[src/rtl/mem_stage.sv]
// MEM stage: holds one instruction, waits for its data-SRAM response, aligns/extends load data, forwards to WB.
// Results leave combinationally in the response cycle; back-pressure from WB parks the response in rdata_buf_q.
module mem_stage #(
  parameter int WB_BUS_W  = 211,
  parameter int EXE_BUS_W = WB_BUS_W + 8
) (
  input  logic                 clk,
  input  logic                 resetn,
  input  logic                 EXE_to_MEM_valid,
  input  logic [EXE_BUS_W-1:0] EXE_to_MEM_bus,
  output logic                 MEM_allow,
  output logic                 MEM_to_WB_valid,
  output logic [WB_BUS_W-1:0]  MEM_to_WB_bus,
  input  logic                 WB_allow,
  input  logic                 flush,
  input  logic                 es_req_outstanding,
  input  logic                 data_sram_data_ok,
  input  logic [31:0]          data_sram_rdata,
  output logic [4:0]           MEM_dest_bus,
  output logic [31:0]          MEM_value_bus,
  output logic                 MEM_load_pending,
  output logic                 MEM_ex
);

  localparam int RFM_BIT = EXE_BUS_W - 1;
  localparam int REQ_BIT = EXE_BUS_W - 2;
  localparam int LT_HI   = EXE_BUS_W - 3;
  localparam int AL_HI   = EXE_BUS_W - 6;
  localparam int EX_BIT  = WB_BUS_W;
  localparam int RES_HI  = 204;
  localparam int RES_LO  = 173;

  logic                 mem_valid_q, mem_valid_d;
  logic [EXE_BUS_W-1:0] bus_q, bus_d;
  logic                 got_resp_q, got_resp_d;
  logic [31:0]          rdata_buf_q, rdata_buf_d;
  logic [1:0]           drop_cnt_q, drop_cnt_d;

  logic                res_from_mem, req_issued, any_ex;
  logic [2:0]          ld_type;
  logic [1:0]          addr_lo;
  logic [WB_BUS_W-1:0] payload, payload_adj;
  logic                wait_resp, resp_hit, mem_go, leave;
  logic [31:0]         word, shifted, ld_res;
  logic [15:0]         half;
  logic [2:0]          drop_sum;

  assign res_from_mem = bus_q[RFM_BIT];
  assign req_issued   = bus_q[REQ_BIT];
  assign ld_type      = bus_q[LT_HI -: 3];
  assign addr_lo      = bus_q[AL_HI -: 2];
  assign any_ex       = bus_q[EX_BIT];
  assign payload      = bus_q[WB_BUS_W-1:0];

  assign wait_resp = mem_valid_q & res_from_mem & req_issued & ~any_ex & ~got_resp_q;
  assign resp_hit  = data_sram_data_ok & (drop_cnt_q == 2'd0) & wait_resp;
  assign mem_go    = ~wait_resp | resp_hit;
  assign leave     = mem_valid_q & mem_go & WB_allow;

  assign MEM_allow        = ~mem_valid_q | (mem_go & WB_allow);
  assign MEM_to_WB_valid  = mem_valid_q & mem_go & ~flush;
  assign MEM_to_WB_bus    = payload_adj;
  assign MEM_dest_bus     = (mem_valid_q & payload[210]) ? payload[209:205] : 5'd0;
  assign MEM_value_bus    = payload_adj[RES_HI:RES_LO];
  assign MEM_load_pending = wait_resp & ~resp_hit;
  assign MEM_ex           = mem_valid_q & any_ex;

  always_comb begin
    word    = got_resp_q ? rdata_buf_q : data_sram_rdata;
    shifted = word >> {addr_lo, 3'b000};
    half    = addr_lo[1] ? word[31:16] : word[15:0];
    case (ld_type)
      3'b001:  ld_res = {{24{shifted[7]}}, shifted[7:0]};
      3'b010:  ld_res = {24'd0, shifted[7:0]};
      3'b011:  ld_res = {{16{half[15]}}, half};
      3'b100:  ld_res = {16'd0, half};
      default: ld_res = word;
    endcase
    payload_adj = payload;
    if (res_from_mem & ~any_ex) payload_adj[RES_HI:RES_LO] = ld_res;
  end

  always_comb begin
    mem_valid_d = mem_valid_q;
    if (flush)          mem_valid_d = 1'b0;
    else if (MEM_allow) mem_valid_d = EXE_to_MEM_valid;

    bus_d = bus_q;
    if (EXE_to_MEM_valid & MEM_allow) bus_d = EXE_to_MEM_bus;

    got_resp_d  = got_resp_q;
    rdata_buf_d = rdata_buf_q;
    if (flush) begin
      got_resp_d = 1'b0;
    end else if (resp_hit & ~WB_allow) begin
      got_resp_d  = 1'b1;
      rdata_buf_d = data_sram_rdata;
    end else if (leave) begin
      got_resp_d = 1'b0;
    end

    // Count responses still in flight for killed requests; each is swallowed on arrival.
    drop_sum = {1'b0, drop_cnt_q} - {2'b00, (data_sram_data_ok & (drop_cnt_q != 2'd0))};
    if (flush) begin
      drop_sum = drop_sum + {2'b00, (wait_resp & ~resp_hit)} + {2'b00, es_req_outstanding};
    end
    drop_cnt_d = (drop_sum > 3'd3) ? 2'd3 : drop_sum[1:0];
  end

  always_ff @(posedge clk or negedge resetn) begin
    if (!resetn) begin
      mem_valid_q <= 1'b0;
      bus_q       <= '0;
      got_resp_q  <= 1'b0;
      rdata_buf_q <= 32'd0;
      drop_cnt_q  <= 2'd0;
    end else begin
      mem_valid_q <= mem_valid_d;
      bus_q       <= bus_d;
      got_resp_q  <= got_resp_d;
      rdata_buf_q <= rdata_buf_d;
      drop_cnt_q  <= drop_cnt_d;
    end
  end

endmodule
[config.mk]
export PLATFORM = sky130hd
export DESIGN_NAME = mem_stage
export DESIGN_NICKNAME = d
export VERILOG_FILES = /design/src/rtl/mem_stage.sv
export SDC_FILE = /design/constraint.sdc
export NUM_CORES = 1
export LEC_CHECK = 0
export ABC_AREA = 1
export CORE_AREA = 2 2 197 199
export CTS_CLUSTER_SIZE = 25
export DETAILED_ROUTE_END_ITERATION = 10
export DIE_AREA = 0 0 199 201
export PLACE_DENSITY = 0.67
export SYNTH_ARGS = -nofsm -noshare
export SYNTH_HDL_FRONTEND = slang
export SYNTH_SLANG_ARGS = --single-unit
[constraint.sdc]
create_clock -name clk -period 4 [get_ports clk]
set_input_delay 1 -clock clk [delete_from_list [all_inputs] [get_ports clk]]
set_output_delay 1 -clock clk [all_outputs]
set_load 0.02 [all_outputs]
# --- Word level (Yosys, flattened, before mapping) ---
# Index checks and enable logic that the tools add are counted.
totals:
  elab_cells: 57
  inputBits: 258
  ff_bits: 255
  output_inout_bits: 252
classes:
  shifts: 1
  n_eq_ne: 4
  mux: 12
  n_reduce_logical: 5
  addsub: 3
  bitwise_logic: 26
  magnitude_cmp: 1
op_table:
  columns: ["op", "n"]
  rows:
  - ["32-bit case mux with 4 select lines", 1]
  - ["32-bit 2-to-1 mux", 2]
  - ["32-bit by 5-bit right shift with 8-bit output", 1]
  - ["1-bit AND", 17]
  - ["16-bit 2-to-1 mux", 1]
  - ["1-bit NOT", 7]
  - ["3-bit by 1-bit adder with 3-bit output", 2]
  - ["3-bit by 2-bit equality test with 1-bit output, second input constant", 2]
  - ["1-bit 2-to-1 mux", 5]
  - ["5-bit 2-to-1 mux", 1]
  - ["2-bit nonzero test", 2]
  - ["3-bit by 1-bit equality test with 1-bit output, second input constant", 1]
  - ["3-bit equality test, second input constant", 1]
  - ["3-bit by 2-bit > comparator with 1-bit output, second input constant", 1]
  - ["3-bit 2-to-1 mux", 1]
  - ["3-bit nonzero test", 1]
  - ["2-bit by 1-bit subtractor with 3-bit output", 1]
  - ["2-bit logical NOT", 1]
  - ["2-bit 2-to-1 mux", 1]
  - ["1-bit OR", 2]
  - ["2-bit AND reduction", 1]

# --- Depth between registers and ports, before layout ---
logic_depth:
  depth_word: 12
  mapped_depth: 14
  ltp_nobuf: 11

# --- Least setup slack after synthesis ---
# No wires, ideal clock.
synth_path:
  kind: "input-to-output"
  startpoint: "input port data_sram_rdata[31]"
  endpoint: "output port MEM_value_bus[21]"
  cell_stages: 10
  arrival_ps: 2231
  slack_ps: 769
  path_buffers: 3
  t_required_ps: 3000
  cell_sequence: "nand2_1 nand3_1 nand2_1 or2_2 clkbuf_1 buf_2 nand3_1 nand2_1 inv_1 buf_4"
synth_via:
  elab_chain_cells: 4
  word_cells_on_any_way: 5
  cone_classes: "shift: 1; mux: 4"
synth_rtl:
  columns: ["item", "line_no", "rtl"]
  rows:
  - ["start: declaration", "18", "input logic [31:0] data_sram_rdata,"]
  - ["32-bit 2-to-1 mux *", "69", "word = got_resp_q ? rdata_buf_q : data_sram_rdata;"]
  - ["32-bit by 5-bit right shift with 8-bit output / 16-bit 2-to-1 mux (equally long branches)", "70, 71", null]
  - ["32-bit case mux with 4 select lines *", "72", "case (ld_type)"]
  - ["32-bit 2-to-1 mux *", "80", "if (res_from_mem & ~any_ex) payload_adj[RES_HI:RES_LO] = ld_res;"]
  - ["end: declaration", "20", "output logic [31:0] MEM_value_bus,"]
# Mark *: on every way between the ends. The rest lies on a longest branch, timed or not.

# --- Final worst setup path ---
layout_path:
  startpoint: "input port data_sram_rdata[17]"
  endpoint: "output port MEM_to_WB_bus[174]"
layout_via:
  elab_chain_cells: 4
  word_cells_on_any_way: 5
  cone_classes: "shift: 1; mux: 4"
layout_rtl:
  columns: ["item", "line_no", "rtl"]
  rows:
  - ["32-bit 2-to-1 mux *", "69", null]
  - ["32-bit by 5-bit right shift with 8-bit output / 16-bit 2-to-1 mux (equally long branches)", "70, 71", null]
  - ["32-bit case mux with 4 select lines *", "72", null]
  - ["32-bit 2-to-1 mux *", "80", null]
  - ["end: declaration", "13", "output logic [WB_BUS_W-1:0] MEM_to_WB_bus,"]
# Marked as above.

==> flow_summary_export.csv <==
group,metric,value,unit
run_status,outcome,"finished, final reports clean",
finish,design_area,18700,µm²
drt,drtAntennaViolNets,0,
critical_path,path_cells,"clkdlybuf4s50_1 > nand2_1 > nand3_1 > nand2_1 > nand2_1 > nand3_1 > a21oi_1 > clkdlybuf4s50_1",
critical_path,r2r-start,"bus_q[218]$_DFFE_PN0P_",
global_routing,grt_usage,23.9,%
clock_network,clock-sinks,255,
sta,rsz0062_at_grt,"false",
critical_path,path_max_fanout,2,
clock_network,ctsLongestPathBuffers,3,
critical_path,crit_path_start_kind,"input port",
power_and_ir_drop,max-vdd-ir-drop,0.296,mV
placement,dpl_cell_area,17600,µm²
global_routing,grt_pass1_wl,73300,µm
floorplan,die_h,201,µm
critical_path,cp-startpoint,"data_sram_rdata[17]",
sta,finClkSkew,0.0194,ns
drt,firstDrtPassIters,7,
drt,dr_wl_met2,22900,µm
finish,seqCellArea,6380,µm²
global_routing,grt_max_degree,222,
drt,vias_per_cell,4.81,
finish,fin_nets,2293,
critical_path,max_stage_delay,0.68,ns
clock_network,postCtsSetupBuffers,0,
floorplan,rows,72,
drt,drtIter0Drc,780,
drt,routed-via-count,12400,
finish,multiInputGateArea,4920,µm²
clock_network,clk_pin_slew,0.06,ns
clock_network,h-tree-depth,1,
power_and_ir_drop,p_total,0.00853,W
synth,synth_area,13600,µm²
critical_path,arrival,2.89,ns
drt,route.met3.wl,4550,µm
synth,synth_seq_cells,255,
placement,port_buffers,509,
floorplan,boundaryPins,510,
sta,fin_crit,3.89,ns
synth,postSynth.asyncResetShare,100,%
placement,gp_congestion,0.945,
synth,avgSynthCellArea,7.70,µm²
synth,netlist_instances,1769,
synth,yosysUniqueCellTypes,25,
drt,top_layer_used,"met5",
clock_network,cts_root_buf,"clkbuf_16",
sta,layout_setup_ws,0.111,ns
sta,max-slew-margin-rel,28.9,%
synth,yosysWarnings,0,
synth,ys_seq_area_share,46.8,%
placement,dp_hpwl,34500,µm
synth,synth_edf_count,0,
clock_network,numCtsBuffers,30,
synth,synth_fp_nets,2031,
critical_path,path_buf_inv,2,
power_and_ir_drop,leakage,9.55,nW
finish,syn_to_final_growth,37.2,%
finish,layout_commonest_cell,"nand2_1",
sta,tns,0,ns
finish,fillerInstances,3711,
global_routing,grt_pass1_vias,12400,
sta,tightest_slew,1.07,ns
run,drv_cap,0,
floorplan,die_area,40000,µm²
placement,post-place-ws,-0.220,ns
clock_network,clk_latency,0.57,ns
drt,routedWlPerCell,18.8,µm
hold_path,worstHoldPathType,"in -> async",
synth,yosys_most_used_dff,"dfrtp_1",
power_and_ir_drop,p_per_area,456,nW/µm²
clock_network,cts_tree,"yes",
sta,fmax,257,MHz
sta,final-max-slew-violation-count,0,
floorplan,initial_core_util,35.7,%
critical_path,cp_top_family,"buffers and inverters",
global_routing,grt_overflow,0,
floorplan,die_x,199,µm
sta,period_share,97.2,%
drt,wl,48500,µm
floorplan,core,38100,µm²
critical_path,cp.required,3.00,ns
critical_path,cp-end-kind,"primary output",
critical_path,cpMostUsedCell,"nand2_1",
critical_path,crit_type,"in -> out",
sta,finalSetupViolations,0,
sta,hold_violations,0,
finish,layout.cells.most_common_list,"nand2_1, clkdlybuf4s50_1, nand3_1, dfrtp_1, inv_1",
drt,drc,0,
sta,whs,0.425,ns
finish,drive_gt1_share,5.79,%
global_routing,antenna_found_initial,7,
drt,wl_met1,18500,µm
critical_path,slowest_stage,"clkdlybuf4s50_1",
critical_path,worst-r2r-setup-slack,0.95,ns
==> cell type report <==
class,instances,share of cell area (%)
antenna,3,0.0402
multi-input combinational,1145,26.3
timing repair buffer,551,29.5
tap,518,3.47
clock inverter,9,0.656
sequential,255,34.1
clock buffer,46,4.93
inverter,48,0.984
==> registers in the layout, summed over array words and instances (netlist names) <==
| register | flops |
|---|---|
| drop_cnt_q | 2 |
| mem_valid_q | 1 |
| bus_q | 219 |
| got_resp_q | 1 |
| rdata_buf_q | 32 |
==> stage by stage <==
stage / std cells / util (%)
finish: 2575 / 49.1
global route: 2575 / 49.1
CTS: 2572 / 48.9
detailed placement: 2517 / 46.2
global placement: 2517 / 46.2
floorplan: 1769 / -
==> final timing paths <==
path                                               to  cells after the start
max in group asynchronous      bus_q[208]$_DFFE_PN0P_                      2
min in group clk               bus_q[193]$_DFFE_PN0P_                      2
hold reg to reg                bus_q[193]$_DFFE_PN0P_                      2
setup / recovery                   MEM_to_WB_bus[174]                      8
hold / removal             rdata_buf_q[9]$_DFFE_PN0P_                      1
setup reg to reg                bus_q[29]$_DFFE_PN0P_                     12
==> timing repair <==
action / in CTS / in global routing
resized for setup: 36 / 24
hold buffers: 0 / 0
cloned: 0 / 0
endpoints found under the setup margin: 47 / 26
==> cell usage after synthesis, types with 2 or more instances <==
| cell | n | area share (%) |
|---|---|---|
| dfrtp_1 | 255 | 47 |
| nand2_2 | 2 | 0.092 |
| or2_2 | 18 | 0.83 |
| inv_1 | 47 | 1.3 |
| and2_1 | 2 | 0.092 |
| o21ai_0 | 8 | 0.29 |
| a31oi_1 | 6 | 0.28 |
| nand2_1 | 715 | 20 |
| o211ai_1 | 2 | 0.11 |
| buf_6 | 13 | 1.1 |
| ha_1 | 3 | 0.28 |
| a21oi_1 | 22 | 0.81 |
| clkbuf_1 | 31 | 0.85 |
| buf_1 | 27 | 0.74 |
| nor2_1 | 29 | 0.80 |
| nand3_1 | 332 | 12 |
| buf_2 | 28 | 1.0 |
| buf_4 | 222 | 12 |
==> cells by family after synthesis <==
| family | after synthesis | synth area share (%) |
|---|---|---|
| buffers and inverters | 369 | 17.3 |
| AOI/OAI and AO/OA | 39 | 1.54 |
| and+or+nand+nor | 1101 | 33.9 |
| xor gates and xnor gates | 1 | 0.0643 |
| DFF | 255 | 46.8 |
| adders and majority gates | 4 | 0.423 |
==> power breakdown <==
part / leakage [nW] / internal (W) / total (W) / switching, W
clock: 0.516 / 0.00177 / 0.00290 / 0.00113
combinational: 5.86 / 0.00111 / 0.00257 / 0.00146
sequential: 3.17 / 0.00288 / 0.00307 / 0.000184
==> per-layer routing <==
| metal | GRT usage, % | up-vias |
|---|---|---|
| met2 | 39.5 | 544 |
| met5 | 0 | - |
| li1 | - | 5901 |
| met4 | 11.0 | 8 |
| met1 | 28.7 | 5800 |
| met3 | 6.75 | 124 |
No activity file was read; power rests on OpenSTA's default activity.
